[src/rtl/chunked_adder.sv]
// rtl/chunked_adder.sv - multi-cycle chunked add/subtract unit with C/V/Z/N flags
//
// Adds or subtracts two WIDTH-bit operands CHUNK bits per clock, least
// significant chunk first, and reuses one CHUNK-bit adder for every chunk.
//
// Ports:
//   clk    - clock, all state updates on the rising edge
//   rst    - synchronous active-high reset; aborts an operation in progress
//   start  - request a new operation, sampled only while busy is low
//   sub    - 0 = add (a+b+cin), 1 = subtract (a-b-cin); latched at acceptance
//   a, b   - operands, latched at acceptance
//   cin    - carry-in for add, borrow-in for subtract; latched at acceptance
//   busy   - high while an operation is in progress
//   done   - one-cycle pulse when sum and flags are updated
//   sum    - result modulo 2^WIDTH, held between completions
//   C      - raw carry out of the MSB (for subtract, 1 means no borrow)
//   V      - two's-complement signed overflow
//   Z      - sum is zero
//   N      - sum MSB
module chunked_adder #(
    parameter int WIDTH = 16,
    parameter int CHUNK = 4
) (
    input  logic             clk,
    input  logic             rst,
    input  logic             start,
    input  logic             sub,
    input  logic [WIDTH-1:0] a,
    input  logic [WIDTH-1:0] b,
    input  logic             cin,
    output logic             busy,
    output logic             done,
    output logic [WIDTH-1:0] sum,
    output logic             C,
    output logic             V,
    output logic             Z,
    output logic             N
);

    localparam int NCH = WIDTH / CHUNK;
    // Keep the counter at least one bit wide so CHUNK == WIDTH still elaborates.
    localparam int CW  = (NCH > 1) ? $clog2(NCH) : 1;

    typedef enum logic {
        IDLE,
        RUN
    } state_t;

    state_t           state;
    state_t           state_nxt;

    logic [WIDTH-1:0] a_r;
    logic [WIDTH-1:0] beff_r;
    logic [WIDTH-1:0] shadow;
    logic [WIDTH-1:0] sum_nxt;
    logic             carry;
    logic [CW-1:0]    cnt;

    logic [CHUNK-1:0] a_ch;
    logic [CHUNK-1:0] b_ch;
    logic [CHUNK-1:0] r_ch;
    logic             cout;
    logic             last;

    // One narrow adder; the operand chunk is selected by the counter.
    always_comb begin
        a_ch = a_r[int'(cnt)*CHUNK +: CHUNK];
        b_ch = beff_r[int'(cnt)*CHUNK +: CHUNK];
        {cout, r_ch} = {1'b0, a_ch} + {1'b0, b_ch} + {{CHUNK{1'b0}}, carry};
        // Full result as it stands after this chunk, so the completion edge can
        // publish sum and flags together without waiting another cycle.
        sum_nxt = shadow;
        sum_nxt[int'(cnt)*CHUNK +: CHUNK] = r_ch;
        last = (cnt == CW'(NCH - 1));
    end

    always_ff @(posedge clk) begin
        if (rst) begin
            state <= IDLE;
        end else begin
            state <= state_nxt;
        end
    end

    always_comb begin
        state_nxt = state;
        busy      = (state == RUN);
        case (state)
            IDLE: if (start) state_nxt = RUN;
            RUN:  if (last)  state_nxt = IDLE;
            default: state_nxt = IDLE;
        endcase
    end

    always_ff @(posedge clk) begin
        if (rst) begin
            a_r    <= '0;
            beff_r <= '0;
            shadow <= '0;
            carry  <= 1'b0;
            cnt    <= '0;
            done   <= 1'b0;
            sum    <= '0;
            C      <= 1'b0;
            V      <= 1'b0;
            Z      <= 1'b0;
            N      <= 1'b0;
        end else begin
            done <= 1'b0;
            case (state)
                IDLE: begin
                    if (start) begin
                        // Subtract is a + ~b + ~cin, so cin acts as a borrow.
                        a_r    <= a;
                        beff_r <= sub ? ~b : b;
                        carry  <= sub ? ~cin : cin;
                        cnt    <= '0;
                    end
                end
                RUN: begin
                    shadow <= sum_nxt;
                    carry  <= cout;
                    cnt    <= cnt + CW'(1);
                    if (last) begin
                        cnt  <= '0;
                        done <= 1'b1;
                        sum  <= sum_nxt;
                        C    <= cout;
                        V    <= (a_r[WIDTH-1] == beff_r[WIDTH-1]) &&
                                (sum_nxt[WIDTH-1] != a_r[WIDTH-1]);
                        Z    <= ~|sum_nxt;
                        N    <= sum_nxt[WIDTH-1];
                    end
                end
                default: ;
            endcase
        end
    end

endmodule

[config.mk]
export PLATFORM = sky130hd
export DESIGN_NAME = chunked_adder
export DESIGN_NICKNAME = d
export VERILOG_FILES = /design/src/rtl/chunked_adder.sv
export SDC_FILE = /design/constraint.sdc
export NUM_CORES = 1
export LEC_CHECK = 0
export BUFFER_PORTS_ARGS = -buffer_cell sky130_fd_sc_hd__buf_2
export CORE_ASPECT_RATIO = 0.6
export CORE_UTILIZATION = 45
export CTS_CLUSTER_SIZE = 24
export DETAILED_ROUTE_END_ITERATION = 16
export GPL_TIMING_DRIVEN = 0
export PLACE_DENSITY = 0.77
export SYNTH_ARGS = -nofsm -noshare
export SYNTH_HDL_FRONTEND = slang
export SYNTH_SLANG_ARGS = --single-unit
export TNS_END_PERCENT = 20
[constraint.sdc]
create_clock -name clk -period 3.46 [get_ports clk]
set_clock_uncertainty 0.15 [all_clocks]
set_input_delay 0.519 -clock clk [delete_from_list [all_inputs] [get_ports clk]]
set_output_delay 0.519 -clock clk [all_outputs]
set_load 0.03 [all_outputs]
### Yosys cells after proc, flatten, opt, wreduce, memory -nomap -nowiden

Index checks and enable logic that the tools add are counted.

| word-level totals | value |
|---|---|
| word-level logic and storage cells | 45 |
| output and inout bits | 22 |
| bits in registers | 73 |

| operators by class | value |
|---|---|
| equal/unequal tests | 4 |
| shift-type cells | 4 |
| bitwise gates (word level) | 3 |
| add/sub/neg operators | 4 |
| mux-type cells | 12 |
| reductions and logical operators | 6 |

Operator list:

| operator | count |
|---|---|
| negation 4 -> 33 bit | 1 |
| variable shift 4 x 33 -> 16 bit, first input constant | 1 |
| indexed part select 4 x 33 -> 16 bit | 1 |
| indexed part select 16 x 5 -> 4 bit | 2 |
| bitwise mux 16 bit | 1 |
| 2-to-1 mux 16 bit | 1 |
| inverter 16 bit | 1 |
| OR reduction 16 bit | 1 |
| adder 4 x 4 -> 5 bit | 1 |
| adder 5 x 1 -> 5 bit | 1 |
| 2-to-1 mux 1 bit | 5 |
| 2-to-1 mux 2 bit | 2 |
| case mux 1 bit (2 select lines) | 2 |
| case mux 2 bit (2 select lines) | 1 |
| AND reduction 2 bit | 2 |
| adder 2 x 1 -> 2 bit, second input constant | 1 |
| == test 2 bit, second input constant | 1 |
| != test 2 bit, second input constant | 1 |
| inverter 1 bit | 2 |
| OR reduction 2 bit | 1 |
| == test 1 bit | 1 |
| logical AND 1 bit | 1 |
| zero test 1 bit | 1 |
| != test 1 bit | 1 |

### Depth between registers and ports, before layout

| depth | value |
|---|---|
| depth after elaboration | 7 |
| depth in mapped cells | 10 |
| gate-level depth less buffers | 9 |

### Least setup slack after synthesis

Ideal clock, no wire load.

| timing path | value |
|---|---|
| kind | register -> register |
| start point | register cnt[0] |
| end point | register shadow[13] |
| required time | 3.224 ns |
| cell stages (with the launch flop) | 9 |
| arrival | 2.638 ns |
| clock period less this slack | 2.874 ns |
| setup time | 0.086 ns |
| setup slack | 0.586 ns |
| cells stage by stage | dfxtp_1 -> buf_2 -> mux4_2 -> fa_1 -> inv_1 -> fa_1 -> inv_1 -> a31oi_1 -> a211oi_1 |

| between the ends | value |
|---|---|
| longest elaborated chain between the ends | 5 |

Ends and longest elaborated chain:

| item | RTL line | source |
|---|---|---|
| start, declared | 57 | `logic [CW-1:0] cnt;` |
| start signal, assigned | 123 | `cnt <= cnt + CW'(1);` |
| indexed part select 16 x 5 -> 4 bit (on tied branches) | 67, 68 |  |
| adder 4 x 4 -> 5 bit | 69 | `{cout, r_ch} = {1'b0, a_ch} + {1'b0, b_ch} + {{CHUNK{1'b0}}, carry};` |
| adder 5 x 1 -> 5 bit | 69 |  |
| indexed part select 4 x 33 -> 16 bit | 73 | `sum_nxt[int'(cnt)*CHUNK +: CHUNK] = r_ch;` |
| bitwise mux 16 bit (*) | 73 |  |
| end signal, assigned | 121 | `shadow <= sum_nxt;` |
| end, declared | 54 | `logic [WIDTH-1:0] shadow;` |

Every way passes the cells marked *; elsewhere a longest branch is shown, timed or not.
A chain may end at the register's enable or synchronous reset.

### Worst setup path after layout

| timing path | value |
|---|---|
| start point | register cnt[1] |
| end point | register shadow[3] |

Same word-level chain as after synthesis.

==> impl_metrics.env <==
export IMPL_status="complete, no violations"
export IMPL_path_max_fanout=9
export IMPL_synth_nets=425
export IMPL_grt_usage_pct=24.2
export IMPL_grt_pass1_vias=2745
export IMPL_synth_seq_cells=72
export IMPL_fin_nets=492
export IMPL_gr_total_overflow=0
export IMPL_synth_edf_count=0
export IMPL_dr_pass1_iters=5
export IMPL_fillerInstances=648
export IMPL_grt_max_degree=12
export IMPL_ir_drop_v=0.000251
export IMPL_via_count=2983
export IMPL_final_cells=535
export IMPL_final_cell_mix="dfxtp_1, buf_2, nand2_1, nor2_1, a211oi_1"
export IMPL_die_h_microns=68.7
export IMPL_leakage_uw=0.00159
export IMPL_tightest_slew_ns=0.966
export IMPL_port_buffers=56
export IMPL_crit_required_ns=3.56
export IMPL_avgSynthCellArea_sq_um=8.84
export IMPL_worst_slack_ns=0.245
export IMPL_viasPerCell=5.58
export IMPL_clk_latency_ns=0.34
export IMPL_grt_setup_unrepaired="no"
export IMPL_synthTopCellsByArea="dfxtp_1, a211oi_1, nand2_1"
export IMPL_tritoncts="done"
export IMPL_cts_root_buf="clkbuf_16"
export IMPL_dieArea_sq_um=7770
export IMPL_gp_congestion=0.949
export IMPL_cts_path_max_buffers=2
export IMPL_ctsHoldBuffers=0
export IMPL_grt_pass1_wl_microns=13700
export IMPL_final_cell_area_sq_um=4020
export IMPL_yosysTopAreaCellShare_pct=43.2
export IMPL_synthCells=377
export IMPL_clock_sinks=72
export IMPL_start_kind="flop"
export IMPL_dp_hpwl_microns=6480
export IMPL_min_period_ns=3.21
export IMPL_max_stage_delay_ns=0.49
export IMPL_final_common_cell="dfxtp_1"
export IMPL_drive_above_1_share_pct=21.0
export IMPL_cts_made_buffers=9
export IMPL_num_rows=23
export IMPL_pin_count=59
export IMPL_n_antenna_cell=0
export IMPL_max_cap_viol_count=0
export IMPL_die_x_microns=113
export IMPL_grt_antenna_before_repair=0
export IMPL_core_area_sq_um=6910
export IMPL_dp_slack_ns=0.110
export IMPL_drt_iter0_markers=290
export IMPL_cp_top_family="simple AND/OR/NAND/NOR gates"
export IMPL_min_period_over_period_pct=92.9
export IMPL_drc=0
export IMPL_yosysUniqueCellTypes=42
export IMPL_place_inst=520
export IMPL_maxSlewHeadroom_pct=35.6
export IMPL_wl_per_cell_microns=16.2
export IMPL_critPathBufInv=1
export IMPL_criticalPathCategory="reg2reg"
export IMPL_wirelength_microns=8690
export IMPL_clk_pin_slew_worst_paths_ns=0.06
export IMPL_cp_slowest_cell="clkbuf_1"
export IMPL_area_delta_synth_final_pct=20.7
export IMPL_synth_async_reset_ratio_pct=0
export IMPL_fmax_mhz=311
export IMPL_seq_area_frac_synth_pct=43.2
export IMPL_slew_violations=0
export IMPL_hold_violations=0
export IMPL_worstPathCellList="clkbuf_1 > mux4_2 > ha_1 > nand3_1 > and3_1 > nor2_1 > a31oi_1 > a211oi_1"
export IMPL_htree_levels=3
export IMPL_placed_cell_area_sq_um=3720
export IMPL_final_setup_tns_ns=0
export IMPL_cp_end_kind="flop"
export IMPL_yosysTopAreaCell="dfxtp_1"
export IMPL_post_cts_buffers=0
export IMPL_hold_path_class="in2reg"
export IMPL_cp_arrival_ns=3.32
export IMPL_start_util_pct=48.3
export IMPL_synth_main_ff_cell="dfxtp_1"
export IMPL_ys_warn_count=0
export IMPL_p_per_area_nw_per_um2=523
export IMPL_finalSetupViolations=0
export IMPL_antenna_left=0
export IMPL_synth_area_sq_um=3330
==> kinds of logic after synthesis <==
kind of cell	Yosys count	share of synthesized area [%]
fa+ha+maj	11	4.58
buf+inv	41	5.18
simple gates	125	16.3
xor+xnor	18	4.73
flops	72	43.2
compound gates	99	19.7
mux	11	6.30
==> tightest hold or removal path, stage by stage <==
cell and delay, ns:
buf_2 0.10, nand2_1 0.04, a21oi_1 0.05
==> per-stage QoR <==
stage / hold WS, ns / power (uW) / util, %
after floorplan: 0.283 / 1110 / -
after global placement: 0.285 / 1190 / 53.9
after detailed placement: 0.287 / 1200 / 53.9
after CTS: 0.253 / 2110 / 58.1
after global routing: 0.259 / 2190 / 58.3
final: 0.263 / 2110 / 58.3
==> Yosys cell counts, types with 2 or more instances <==
master    instances
ha_1              9
nand3_1           3
dfxtp_1          72
and2_1            2
a22o_1            4
inv_1            11
nand2_1          56
buf_4             2
mux2i_1           3
nor3b_1           2
a22oi_1           3
a211oi_1         28
nand4_1           2
nor3_1            3
mux4_2            8
clkbuf_1         18
fa_1              2
nor2_1           41
nor2b_1          11
buf_2             8
xnor2_1          18
a21oi_1          27
a32oi_1           3
o21ai_0          14
a31oi_1          10
==> cell type report <==
| class | count | area, sq um | share of cell area [%] |
|---|---|---|---|
| clock buffers | 12 | 246 | 6.13 |
| inverters | 11 | 41.3 | 1.03 |
| well taps | 87 | 109 | 2.71 |
| multi-input cells | 264 | 1730 | 42.9 |
| flip-flops and latches | 72 | 1440 | 35.9 |
| clock inverters | 3 | 42.5 | 1.06 |
| repair buffers | 56 | 280 | 6.97 |
| plain buffers | 30 | 134 | 3.33 |
==> per-layer routing <==
metal  up-vias  GRT usage [%]  part of all wire, %
li1       1449              -                    -
met1      1396           32.6                   48
met2       130           37.3                   43
met3         8           8.65                  8.4
met4         0           5.59                 0.82
met5         -              0                    0
==> power breakdown <==
part           switching (uW)  internal [uW]  total (uW)
Combinational             185            117         301
Clock                     335            572         907
Sequential               26.9            870         897
==> state kept, by name, indices dropped and copies added (netlist names) <==
| register | flops |
|---|---|
| carry | 1 |
| shadow | 16 |
| V | 1 |
| a_r | 16 |
| beff_r | 16 |
| busy | 1 |
| Z | 1 |
| done | 1 |
| sum | 16 |
| cnt | 2 |
| C | 1 |
==> path summary, 6_finish.rpt <==
path                            startpoint   endpoint  slack, ns  cells after the start
worst max-delay path                cnt[1]  shadow[3]       0.25                      8
worst min-delay path                  a[6]     a_r[6]       0.26                      3
worst max register to register      cnt[1]  shadow[3]       0.25                      8
worst min register to register      sum[7]     sum[7]       0.30                      2
==> timing repair <==
item	in CTS	in global routing
gates resized for setup	0	4
setup endpoints to repair	0	12
hold endpoints to repair	0	0
Power figures use the tool's default switching activity.
